[config.mk]
export PLATFORM = sky130hd
export DESIGN_NAME = sysref_align
export DESIGN_NICKNAME = d
export VERILOG_FILES = /design/src/rtl/sysref_align.sv
export SDC_FILE = /design/constraint.sdc
export NUM_CORES = 1
export LEC_CHECK = 0
export BUFFER_PORTS_ARGS = -buffer_cell sky130_fd_sc_hd__clkbuf_2
export CELL_PAD_IN_SITES_DETAIL_PLACEMENT = 1
export CELL_PAD_IN_SITES_GLOBAL_PLACEMENT = 1
export CORE_ASPECT_RATIO = 1.2
export CORE_MARGIN = 5
export CORE_UTILIZATION = 45
export DETAILED_ROUTE_END_ITERATION = 8
export MAX_ROUTING_LAYER = met4
export PLACE_DENSITY = 0.78
export SYNTH_ARGS = -nofsm -noshare
export SYNTH_HDL_FRONTEND = slang
export SYNTH_SLANG_ARGS = --single-unit
[constraint.sdc]
create_clock -name clk -period 3.5 [get_ports clk]
set_input_delay 0.35 -clock clk [delete_from_list [all_inputs] [get_ports clk]]
set_output_delay 0.35 -clock clk [all_outputs]
set_load 0.005 [all_outputs]
[src/rtl/sysref_align.sv]
// SYSREF period checker and per-channel delayed re-launch into the fabric clock domain.
// Define SYSREF_FREEWHEEL_EN to keep issuing launches across missing SYSREF edges while locked.
module sysref_align #(
    parameter int NCH   = 4,
    parameter int CNTW  = 16,
    parameter int DLYW  = 4,
    parameter int LOCKN = 4
) (
    input  logic                 clk,
    input  logic                 rstn,
    input  logic                 sysref_in,
    input  logic                 arm,
    input  logic [CNTW-1:0]      period_cfg,
    input  logic [NCH*DLYW-1:0]  dly,
    output logic [NCH-1:0]       pl_sysref,
    output logic                 locked,
    output logic                 period_err,
    output logic [CNTW-1:0]      period_meas
);

    localparam int DEPTH = 2 ** DLYW;
    localparam int MW    = (LOCKN > 1) ? $clog2(LOCKN) : 1;

    typedef enum logic [1:0] {
        IDLE,
        HUNT,
        LOCKED
    } state_t;

    state_t                     state;
    logic   [1:0]               rst_sync;
    logic                       rst_int_n;
    logic                       s1, s2, s3;
    logic                       edge_det;
    logic   [CNTW-1:0]          cnt;
    logic                       at_cfg;
    logic                       cnt_sat;
    logic                       fw_tick;
    logic                       miss;
    logic                       launch;
    logic                       started;
    logic   [MW-1:0]            match_cnt;
    logic   [NCH-1:0][DEPTH-1:0] line;

    // Reset asserts immediately but releases only after two clk edges.
    always_ff @(posedge clk or negedge rstn) begin
        if (!rstn) begin
            rst_sync <= '0;
        end else begin
            rst_sync <= {rst_sync[0], 1'b1};
        end
    end

    assign rst_int_n = rst_sync[1];

    always_ff @(posedge clk or negedge rst_int_n) begin
        if (!rst_int_n) begin
            s1 <= 1'b0;
            s2 <= 1'b0;
            s3 <= 1'b0;
        end else begin
            s1 <= sysref_in;
            s2 <= s1;
            s3 <= s2;
        end
    end

    assign edge_det = s2 & ~s3;
    assign at_cfg   = (cnt == period_cfg);
    assign cnt_sat  = &cnt;

`ifdef SYSREF_FREEWHEEL_EN
    assign fw_tick = (state == LOCKED) && !edge_det && at_cfg;
    assign miss    = 1'b0;
`else
    logic at_miss;
    assign at_miss = (cnt == period_cfg + CNTW'(1));
    assign fw_tick = 1'b0;
    assign miss    = (state == LOCKED) && !edge_det && at_miss;
`endif

    // A free-wheel tick and a real edge at the same instant yield one launch.
    assign launch = (state == LOCKED) && ((edge_det && at_cfg) || fw_tick);

    always_ff @(posedge clk or negedge rst_int_n) begin
        if (!rst_int_n) begin
            cnt <= '0;
        end else if (edge_det || fw_tick) begin
            cnt <= CNTW'(1);
        end else if (!cnt_sat) begin
            cnt <= cnt + CNTW'(1);
        end
    end

    always_ff @(posedge clk or negedge rst_int_n) begin
        if (!rst_int_n) begin
            state       <= IDLE;
            started     <= 1'b0;
            match_cnt   <= '0;
            locked      <= 1'b0;
            period_err  <= 1'b0;
            period_meas <= '0;
        end else begin
            period_err <= 1'b0;
            case (state)
                IDLE: begin
                    if (arm) begin
                        state     <= HUNT;
                        started   <= 1'b0;
                        match_cnt <= '0;
                    end
                end
                HUNT: begin
                    if (edge_det) begin
                        if (!started) begin
                            started <= 1'b1;
                        end else begin
                            period_meas <= cnt;
                            if (!at_cfg) begin
                                match_cnt  <= '0;
                                period_err <= 1'b1;
                            end else if (match_cnt == MW'(LOCKN - 1)) begin
                                state     <= LOCKED;
                                locked    <= 1'b1;
                                match_cnt <= '0;
                            end else begin
                                match_cnt <= match_cnt + MW'(1);
                            end
                        end
                    end
                end
                LOCKED: begin
                    if (edge_det) begin
                        period_meas <= cnt;
                        // The offending edge becomes the first edge of the new hunt.
                        if (!at_cfg) begin
                            period_err <= 1'b1;
                            locked     <= 1'b0;
                            state      <= HUNT;
                            started    <= 1'b1;
                            match_cnt  <= '0;
                        end
                    end else if (miss) begin
                        period_err <= 1'b1;
                        locked     <= 1'b0;
                        state      <= HUNT;
                        started    <= 1'b0;
                        match_cnt  <= '0;
                    end
                end
                default: begin
                    state <= IDLE;
                end
            endcase
        end
    end

    // Each channel owns a full-depth line so overlapping launches never merge.
    always_ff @(posedge clk or negedge rst_int_n) begin
        if (!rst_int_n) begin
            line      <= '0;
            pl_sysref <= '0;
        end else begin
            for (int i = 0; i < NCH; i++) begin
                line[i]      <= {line[i][DEPTH-2:0], launch};
                pl_sysref[i] <= line[i][dly[i*DLYW +: DLYW]];
            end
        end
    end

endmodule
==> results of run 1 <==
-- worst max-delay path, stage by stage, from the launching register on --
cell and delay (ps):
dfrtp_1 490, ha_1 250, nand3_1 140, nor4_1 480, nand2_1 250, nand4_1 230
nor2_1 120, and4_1 230, xnor2_1 150, nor2_1 60
-- logic make-up (layout without fill, tap and decap cells) --
logic type	count (synthesis)	in the layout	share of synthesized area [%]
xor+xnor	30	30	7.25
flops	64	64	44.2
other cells	1	1	0.103
compound gates	46	46	8.91
simple gates	107	107	16.5
fa+ha+maj	7	7	2.42
buf+inv	19	82	2.62
mux	38	38	18.0
-- cells in the mapped netlist (2+ instances only) --
master	n	area, µm²
and2_1	2	12.5
nand4_1	6	37.5
dfrtp_1	64	1600
xor2_1	19	166
and4_1	4	35.0
nor2b_1	3	18.8
o211ai_1	2	15.0
nor4_1	4	25.0
nand3_1	14	70.1
mux4_2	20	450
inv_1	5	18.8
nand2_1	19	71.3
buf_2	7	35.0
ha_1	7	87.6
buf_4	2	15.0
or2_2	2	12.5
nand2b_1	4	25.0
clkbuf_1	4	15.0
o21ai_0	11	55.1
xnor2_1	11	96.3
o2bb2ai_1	3	26.3
a21o_1	2	15.0
nor3b_1	3	22.5
a31o_2	2	17.5
nor2_1	25	93.8
nor3_1	5	25.0
a31oi_1	2	12.5
mux2_2	17	191
and3_1	5	31.3
a21oi_1	11	55.1
-- layout make-up --
cell class                 instances  share of cell area, %
clock buffer                      11                   3.38
timing repair buffer              61                   7.60
multi-input combinational        229                   46.1
inverter                           5                  0.449
clock inverter                     5                   1.35
tap                               92                   2.75
sequential                        64                   38.4
-- worst paths after layout --
kind	depth (start not counted)	to	slack (ps)
worst max-delay path	9	cnt[9]	970
worst min-delay path	1	s1	130
worst max register to register	9	cnt[9]	970
worst min register to register	0	s2	350
max in group asynchronous	1	line[58]	2270
min in group asynchronous	2	rst_sync[1]	320
-- per-layer routing --
layer	vias up	part of all wire (%)
met5	-	0
met4	0	1.9
met3	13	3.2
met2	67	52
met1	1378	43
li1	1270	-
-- registers in the layout, summed over array words and instances (netlist names) --
signal and cells:
s1 1, rst_sync 2, state 2, match_cnt 2
cnt 16, period_meas 16, s3 1, started 1
locked 1, pl_sysref 4, period_err 1, line 16
s2 1
-- per-stage QoR --
step / cell area [µm²] / worst slack, ps / util, %
after floorplan: 3620 / 1310 / -
after global placement: 3970 / 1020 / 51.2
after detailed placement: 3970 / 948 / 51.2
after CTS: 4180 / 953 / 53.9
after global routing: 4180 / 740 / 53.9
final: 4180 / 968 / 53.9
-- power by group through the flow --
| stage | clock network, mW | logic (mW) | registers, mW |
|---|---|---|---|
| 2_1_floorplan | 0 | 0.248 | 0.849 |
| 3_3_place_gp | 0 | 0.320 | 0.880 |
| 3_5_place_dp | 0 | 0.333 | 0.884 |
| 4_1_cts | 0.654 | 0.340 | 0.871 |
| 5_1_grt | 0.696 | 0.376 | 0.880 |
| 6_report | 0.634 | 0.335 | 0.870 |
==> results.py, run 1 <==
metrics = {
    "die": {
        "initial_utilization_pct": 46.7,
        "rows": 35,
        "die_y_um": 108,
        "die-area_mm2": 0.00995,
        "io_pins": 58,
        "die_w_um": 91.9,
        "fp.coreArea_mm2": 0.00775,
    },
    "power_and_ir_drop": {
        "static-leakage-power_nw": 1.96,
        "sw_frac_of_total_pct": 29.4,
        "p_comb_share_pct": 18.2,
        "pwr-share-seq_pct": 47.3,
        "ir_drop_v": 0.000294,
        "switchingPower_mw": 0.540,
        "power.density_mw_per_mm2": 440,
        "p_total_mw": 1.84,
        "clock_power_share_pct": 34.5,
        "p_int_mw": 1.30,
    },
    "critical_path": {
        "path_class": "flip-flop to flip-flop",
        "cp-end-kind": "flip-flop",
        "arrival_ps": 2740,
        "r2r_start": "cnt[1]",
        "path_max_fanout": 6,
        "worstSetupStartpoint": "cnt[1]",
        "cp-start-kind": "flip-flop",
        "worstPathRequired_ps": 3710,
    },
    "timing": {
        "hold_viol_final": 0,
        "setup_violations": 0,
        "min_period_ps": 2530,
        "max_freq_mhz": 395,
        "worstMarginPinSlew_ps": 831,
        "timing.hold.ws_ps": 126,
        "grt_setup_unrepaired": "no",
        "post-route-period-util_pct": 72.3,
        "fin_setup_tns_ps": 0,
        "relSlewSlack_pct": 44.6,
        "drv_slew": 0,
        "skew_ps": 12.6,
    },
    "grt": {
        "grt_pass1_wl_mm": 15.9,
        "met1_usage_pct": 26.6,
        "grt_max_degree": 38,
        "grt_util_all_layers_pct": 21.1,
        "grt_util_met2_pct": 34.6,
        "grt_pass1_vias": 3011,
        "grt_overflow": 0,
        "top_usage_layer": "met2",
        "antenna_found_initial": 0,
        "grtUsageMet3_pct": 3.90,
    },
    "clock_tree": {
        "cts.reportedPaths.clkPinSlew_ps": 70,
        "cts_tree": "done",
        "clk_latency_ps": 340,
        "cts_resized": 0,
        "root_buffer": "clkbuf_8",
        "cts_setup_buffers": 0,
        "cts_max_level": 3,
        "cts_buffer_depth": 2,
        "hold_buffers": 1,
        "clock_sinks": 64,
        "cts_made_buffers": 9,
    },
    "synth": {
        "yosysWarnings": 0,
        "synthCells": 312,
        "ys_seq_area_share_pct": 44.2,
        "synth_async_sr_flop_share_pct": 100,
        "ys.flop_type": "dfrtp_1",
        "ys_ff_latch": 64,
        "synth.distinct_cells": 57,
        "synth_edf_count": 0,
        "synth_area_mm2": 0.00362,
        "syn_nets": 355,
        "avgSynthCellArea_um2": 11.6,
    },
    "job": {
        "maxCapViolCount": 0,
    },
    "route": {
        "finalWirelength_mm": 9.07,
        "first_pass_iters": 4,
        "drc": 0,
        "post_drt_wl_per_cell_um": 19.4,
        "first_iter_violations": 85,
        "viasPerCell": 5.84,
        "drtAntennaViolNets": 0,
        "vias": 2728,
    },
    "finish": {
        "final_cell_mix": "63 x dfrtp_1, 57 x clkbuf_2, 25 x nor2_1, 20 x mux4_2",
        "finalNonFillerCells": 467,
        "seq_area_mm2": 0.00160,
        "final_nets": 413,
        "multi_input_area_mm2": 0.00193,
        "final_layout_size_suffix_gt1_share_pct": 33.9,
        "final_common_cell": "dfrtp_1",
        "diodes": 0,
        "num-fill-cells": 872,
        "area_delta_synth_final_pct": 15.3,
    },
    "place": {
        "gp_congestion": 0.910,
        "place_inst": 450,
        "dp_hpwl_mm": 6.92,
        "port_buffers": 57,
    },
    "worst_hold_path": {
        "hold_path_class": "input port to flip-flop",
        "min_from": "sysref_in",
    },
    "status": {
        "status": "finished, final reports clean",
    },
}
Power figures use the tool's default switching activity.
==> run 2: changes to the inputs <==
ABC_AREA = 1   (was not set)
CORE_UTILIZATION = 38   (was 45)
PLACE_DENSITY = 0.75   (was 0.78)
clock period = 2 ns   (was 3.5 ns; I/O delays follow)
==> run 2 against run 1 <==
  * First-iteration DRC count grew 5.9%
  * Global-route usage grew 0.58 points
  * Final cell count grew 59%
  * Non-clock buffer count grew 23
  * Clock-buffer cell count is the same
  * Die area grew 24%
  * Combinational power grew to 3.8 times the previous value
  * Critical endpoint is now state[1]
==> results.py, run 2 <==
metrics = {
    "clock_tree": {
        "root_buffer": "clkbuf_16",
        "cts_buffer_depth": 2,
        "clock_sinks": 64,
        "cts_tree": "done",
        "clk_latency_ps": 340,
        "cts_max_level": 3,
        "cts_made_buffers": 9,
        "cts.reportedPaths.clkPinSlew_ps": 50,
    },
    "timing": {
        "post-route-period-util_pct": 95.0,
        "drv_slew": 0,
        "skew_ps": 9.49,
        "grt_setup_unrepaired": "yes",
        "timing.final.ws_setup_ps": 100,
        "min_period_ps": 1900,
        "fin_setup_tns_ps": 0,
        "timing.hold.ws_ps": 84.0,
        "setup_violations": 0,
        "hold_viol_final": 0,
        "relSlewSlack_pct": 60.4,
        "worstMarginPinSlew_ps": 595,
        "max_freq_mhz": 526,
    },
    "route": {
        "first_pass_iters": 4,
        "vias": 3933,
        "drc": 0,
        "drtAntennaViolNets": 0,
        "finalWirelength_mm": 12.4,
        "first_iter_violations": 90,
        "post_drt_wl_per_cell_um": 16.6,
        "viasPerCell": 5.29,
    },
    "grt": {
        "grt_util_all_layers_pct": 21.6,
        "grt_overflow": 0,
        "antenna_found_initial": 0,
        "grt_pass1_vias": 4278,
        "grt_pass1_wl_mm": 20.4,
        "grt_max_degree": 39,
    },
    "place": {
        "place_ws_ps": -5.07,
        "gp_congestion": 0.870,
        "port_buffers": 57,
        "place_area_mm2": 0.00444,
        "dp_hpwl_mm": 9.75,
        "place_inst": 720,
    },
    "synth": {
        "syn_nets": 572,
        "synth_most_common_cell": "nand2_1",
        "ys.flop_type": "dfrtp_1",
        "synth.distinct_cells": 40,
        "synth_area_mm2": 0.00388,
        "synthCells": 529,
        "yosysWarnings": 0,
        "avgSynthCellArea_um2": 7.34,
        "ys_top_cells_by_count": "136 x nand2_1, 64 x dfrtp_1, 63 x inv_1",
        "synth_top_cell_by_area": "dfrtp_1",
        "yosysTopAreaCellShare_pct": 41.2,
        "synth.area.top_cells": "dfrtp_1 41%, nand2_1 13%, inv_1 6.1%",
        "synth_edf_count": 0,
        "ys_ff_latch": 64,
        "ys_seq_area_share_pct": 41.2,
        "synth_async_sr_flop_share_pct": 100,
    },
    "finish": {
        "final_nets": 656,
        "area_delta_synth_final_pct": 27.3,
        "top_regs": "cnt: 16 flops, line: 16 flops, period_meas: 16 flops",
        "final_cell_mix": "133 x nand2_1, 62 x dfrtp_1, 59 x inv_1, 57 x clkbuf_2, 45 x o21ai_0",
        "final_common_cell": "nand2_1",
        "final_layout_size_suffix_gt1_share_pct": 24.3,
        "num-fill-cells": 1267,
        "finalNonFillerCells": 744,
        "diodes": 0,
        "fin_util_pct": 49.4,
        "design_area_mm2": 0.00494,
    },
    "die": {
        "die_y_um": 121,
        "initial_utilization_pct": 38.8,
        "die-area_mm2": 0.0124,
        "fp.coreArea_mm2": 0.0100,
        "die_w_um": 102,
        "io_pins": 58,
        "rows": 40,
    },
    "power_and_ir_drop": {
        "p_comb_share_pct": 28.0,
        "pwr-share-seq_pct": 34.1,
        "power.density_mw_per_mm2": 921,
        "p_total_mw": 4.56,
        "sw_frac_of_total_pct": 32.2,
        "static-leakage-power_nw": 2.40,
        "clock_power_share_pct": 38.0,
        "p_int_mw": 3.09,
        "switchingPower_mw": 1.47,
        "ir_drop_v": 0.000579,
    },
    "critical_path": {
        "path_max_fanout": 5,
        "cp-start-kind": "flip-flop",
        "r2r_slack_ps": 100,
        "r2r_start": "state[0]",
        "path_class": "flip-flop to flip-flop",
        "arrival_ps": 2130,
        "cp-end-kind": "flip-flop",
        "worstPathRequired_ps": 2230,
        "rr_worst_depth": 15,
        "critPathCapture": "state[1]",
        "worstSetupStartpoint": "state[0]",
        "r2r-end": "state[1]",
    },
    "job": {
        "maxCapViolCount": 0,
    },
    "worst_hold_path": {
        "hold_path_class": "input port to flip-flop",
    },
    "status": {
        "status": "finished, final reports clean",
    },
}
run 2: changes by cell type after synthesis, moves of 8 or more:
cell      before  now
inv_1          5   63
nor2_1        25   44
xor2_1        19    2
mux4_2        20    0
nand3_1       14   29
o21ai_0       11   47
mux2_2        17    1
nand2_1       19  136
a21oi_1       11   28
o211ai_1       2   11
nor3_1         5   13
run 2: power by group through the flow:
| stage | Sequential (mW) | Combinational, mW | Clock, mW |
|---|---|---|---|
| 6_report | 1.55 | 1.27 | 1.73 |
| 5_1_grt | 1.57 | 1.43 | 1.84 |
| 2_1_floorplan | 1.55 | 0.702 | 0 |
| 3_3_place_gp | 1.56 | 1.06 | 0 |
| 3_5_place_dp | 1.57 | 1.10 | 0 |
| 4_1_cts | 1.54 | 1.15 | 1.77 |
run 2: final cells by class:
type | instances | area (µm²) | share of cell area (%)
tap | 126 | 158 | 3.19
inverter | 68 | 255 | 5.16
multi-input combinational | 386 | 2090 | 42.3
clock inverter | 5 | 78.8 | 1.59
timing repair buffer | 84 | 505 | 10.2
sequential | 64 | 1600 | 32.4
clock buffer | 11 | 253 | 5.11
run 2: metal layers:
metal / global-route usage, % / share of wire, % / up-vias
met5: - / 0 / -
met4: 8.29 / 2.6 / 0
met3: 3.81 / 3.5 / 27
met2: 39.9 / 55 / 86
met1: 22.5 / 39 / 1902
li1: - / - / 1918
run 2: logic make-up after synthesis:
group | share of synthesized area (%)
and+or+nand+nor | 29.2
AOI/OAI and AO/OA | 16.1
buffers and inverters | 7.89
DFF | 41.2
xor gates and xnor gates | 2.93
adders and majority gates | 2.26
other | 0.0966
muxes | 0.290
run 2: how the worst min path moves through the flow:
| stage | cells past startpoint | end | start | slack (ps) |
|---|---|---|---|---|
| global placement | 1 | rst_sync[0] | rstn | -10 |
| finish | 2 | pl_sysref[0] | dly[3] | 80 |
| CTS | 2 | pl_sysref[0] | dly[3] | 90 |
| global route | 2 | pl_sysref[0] | dly[3] | 90 |
| detailed placement | 1 | rst_sync[0] | rstn | -10 |
| floorplan | 0 | rst_sync[0] | rstn | -100 |
run 2: timing repair:
action | 4_1_cts | 5_1_grt
gates cloned | 0 | 1
pin swaps | 1 | 7
endpoints found under the hold margin | 3 | 0
setup buffers | 1 | 4
endpoints found under the setup margin | 5 | 9
gates resized for setup | 3 | 26
hold buffers | 2 | 0
run 2: critical path: stages (launching register included):
cell	delay, ps
dfrtp_1	390
inv_2	90
ha_4	150
inv_1	60
a21oi_2	90
nand3_1	70
nor2_1	100
nand2_1	70
nor2_1	110
nand2_1	70
nor2_2	140
nand2_2	110
nand2_4	120
nand3_1	90
nand2_1	70
nand2_1	50
==> run 3: changes to the inputs <==
CORE_UTILIZATION = 30   (was 38)
PLACE_DENSITY = 0.59   (was 0.75)
clock period = 2.13 ns   (was 2 ns; I/O delays follow)
==> run 3 against run 2 <==
  * Combinational power fell by 17%
  * Clock skew decreased by 3.6 ps
  * Largest power group unchanged
  * Die area is 24% higher
  * Via count is 3.3% lower
  * Critical path depth down 5
  * Sequential share of layout area up 0.91 points
  * Critical endpoint is now state[0]
  * Hold slack better by 4.5 ps
==> results.py, run 3 (synthesis gave the netlist of run 2 again) <==
metrics = {
    "power_and_ir_drop": {
        "p_comb_share_pct": 25.7,
        "ir_drop_v": 0.000368,
        "p_total_mw": 4.14,
        "switchingPower_mw": 1.34,
        "pwr-share-seq_pct": 35.1,
        "sw_frac_of_total_pct": 32.4,
        "power.density_mw_per_mm2": 862,
        "p_int_mw": 2.80,
        "static-leakage-power_nw": 2.31,
        "clock_power_share_pct": 39.2,
    },
    "job": {
        "maxCapViolCount": 0,
    },
    "finish": {
        "top_regs": "cnt: 16 flops, line: 16 flops, period_meas: 16 flops",
        "final_common_cell": "nand2_1",
        "area_delta_synth_final_pct": 23.7,
        "final_nets": 642,
        "final_cell_mix": "136 x nand2_1, 63 x dfrtp_1, 59 x inv_1, 57 x clkbuf_2, 47 x o21ai_0",
        "design_area_mm2": 0.00481,
        "final_layout_size_suffix_gt1_share_pct": 20.2,
    },
    "timing": {
        "worstMarginPinSlew_ps": 595,
        "min_period_ps": 1910,
        "drv_slew": 0,
        "post-route-period-util_pct": 89.7,
        "relSlewSlack_pct": 60.3,
        "timing.hold.ws_ps": 88.5,
        "hold_viol_final": 0,
        "skew_ps": 5.86,
        "timing.final.ws_setup_ps": 219,
        "fin_setup_tns_ps": 0,
        "setup_violations": 0,
        "grt_setup_unrepaired": "no",
        "max_freq_mhz": 523,
    },
    "route": {
        "first_pass_iters": 5,
        "drtAntennaViolNets": 0,
        "viasPerCell": 4.94,
        "finalWirelength_mm": 12.0,
        "drc": 0,
        "vias": 3802,
        "post_drt_wl_per_cell_um": 15.6,
        "first_iter_violations": 136,
    },
    "place": {
        "dp_hpwl_mm": 9.62,
        "gp_congestion": 0.903,
        "port_buffers": 57,
        "place_area_mm2": 0.00443,
        "place_ws_ps": 109,
    },
    "grt": {
        "grt_pass1_vias": 3963,
        "grt_overflow": 0,
        "antenna_found_initial": 1,
        "grt_max_degree": 40,
        "grt_util_all_layers_pct": 16.7,
        "grt_pass1_wl_mm": 19.9,
    },
    "die": {
        "die_y_um": 135,
        "io_pins": 58,
        "die_w_um": 114,
        "initial_utilization_pct": 30.7,
        "die-area_mm2": 0.0153,
        "fp.coreArea_mm2": 0.0127,
        "rows": 45,
    },
    "worst_hold_path": {
        "hold_path_class": "input port to flip-flop",
    },
    "clock_tree": {
        "cts_buffer_depth": 2,
        "cts_made_buffers": 9,
        "clk_latency_ps": 330,
        "clock_sinks": 64,
        "root_buffer": "clkbuf_16",
        "cts_max_level": 3,
        "cts.reportedPaths.clkPinSlew_ps": 60,
        "cts_tree": "done",
    },
    "critical_path": {
        "cp-end-kind": "flip-flop",
        "worstPathRequired_ps": 2350,
        "path_class": "flip-flop to flip-flop",
        "arrival_ps": 2130,
        "path_max_fanout": 5,
        "cp-start-kind": "flip-flop",
    },
    "status": {
        "status": "finished, final reports clean",
    },
}
## run 3: cell types whose count changed in the layout (fill, tap and decap cells not counted), sizes merged
cell      before  now
buf           25   12
clkbuf        68   67
clkinv         3    1
clkinvlp       0    1
diode          0    1
inv           68   70
nand2        143  142
## run 3: per-layer routing
layer	up-vias	global-route usage (%)	wire [µm]
li1	1889	-	-
met1	1842	21.8	5620
met4	0	5.68	214
met2	49	26.6	5820
met3	22	2.60	361
met5	-	-	0
## run 3: worst max-delay path, cell delays in order (launching register included)
cell and delay [ps]:
dfrtp_1 450, xnor2_1 310, nand2_1 90, nor2_1 90, nand2_1 80, nor2_2 160, o21ai_0 130, nor2_1 240
nand3_1 140, nand2_1 70, nand2_1 50
## run 3: layout make-up
type | instances | area, µm²
Antenna cell | 1 | 2.50
Clock buffer | 10 | 239
Clock inverter | 6 | 90.1
Fill cell | 1619 | 7860
Inverter | 68 | 255
Multi-Input combinational cell | 385 | 2000
Sequential cell | 64 | 1600
Tap cell | 164 | 205
Timing Repair Buffer | 71 | 408
## run 3: metrics by stage
| step | utilization [%] | cells |
|---|---|---|
| 2_1_floorplan | - | 529 |
| 3_3_place_gp | 34.9 | 750 |
| 3_5_place_dp | 34.9 | 750 |
| 4_1_cts | 37.7 | 768 |
| 5_1_grt | 37.9 | 769 |
| 6_report | 37.9 | 769 |
## run 3: power by group through the flow
stage | combinational [mW] | clock (mW) | sequential [mW]
after floorplan | 0.659 | 0 | 1.46
after detailed placement | 1.04 | 0 | 1.48
after CTS | 1.06 | 1.67 | 1.45
final | 1.06 | 1.62 | 1.46
after global placement | 1.02 | 0 | 1.47
after global routing | 1.22 | 1.74 | 1.48
## run 3: repair_timing
| action | 4_1_cts | 5_1_grt |
|---|---|---|
| hold buffers | 2 | 0 |
| endpoints found under the hold margin | 3 | 0 |
| endpoints found under the setup margin | 0 | 7 |
| buffers inserted | 0 | 0 |
| resized for setup | 0 | 10 |
## run 3: final timing paths
check | cells past startpoint | slack (ps) | from | endpoint
setup / recovery | 10 | 220 | cnt[12] | state[0]
hold / removal | 2 | 90 | dly[3] | pl_sysref[0]
setup reg to reg | 10 | 220 | cnt[12] | state[0]
hold reg to reg | 0 | 280 | rst_sync[1] | line[53]
max in group asynchronous | 1 | 1230 | rst_sync[1] | period_meas[2]
min in group asynchronous | 2 | 190 | rstn | rst_sync[1]
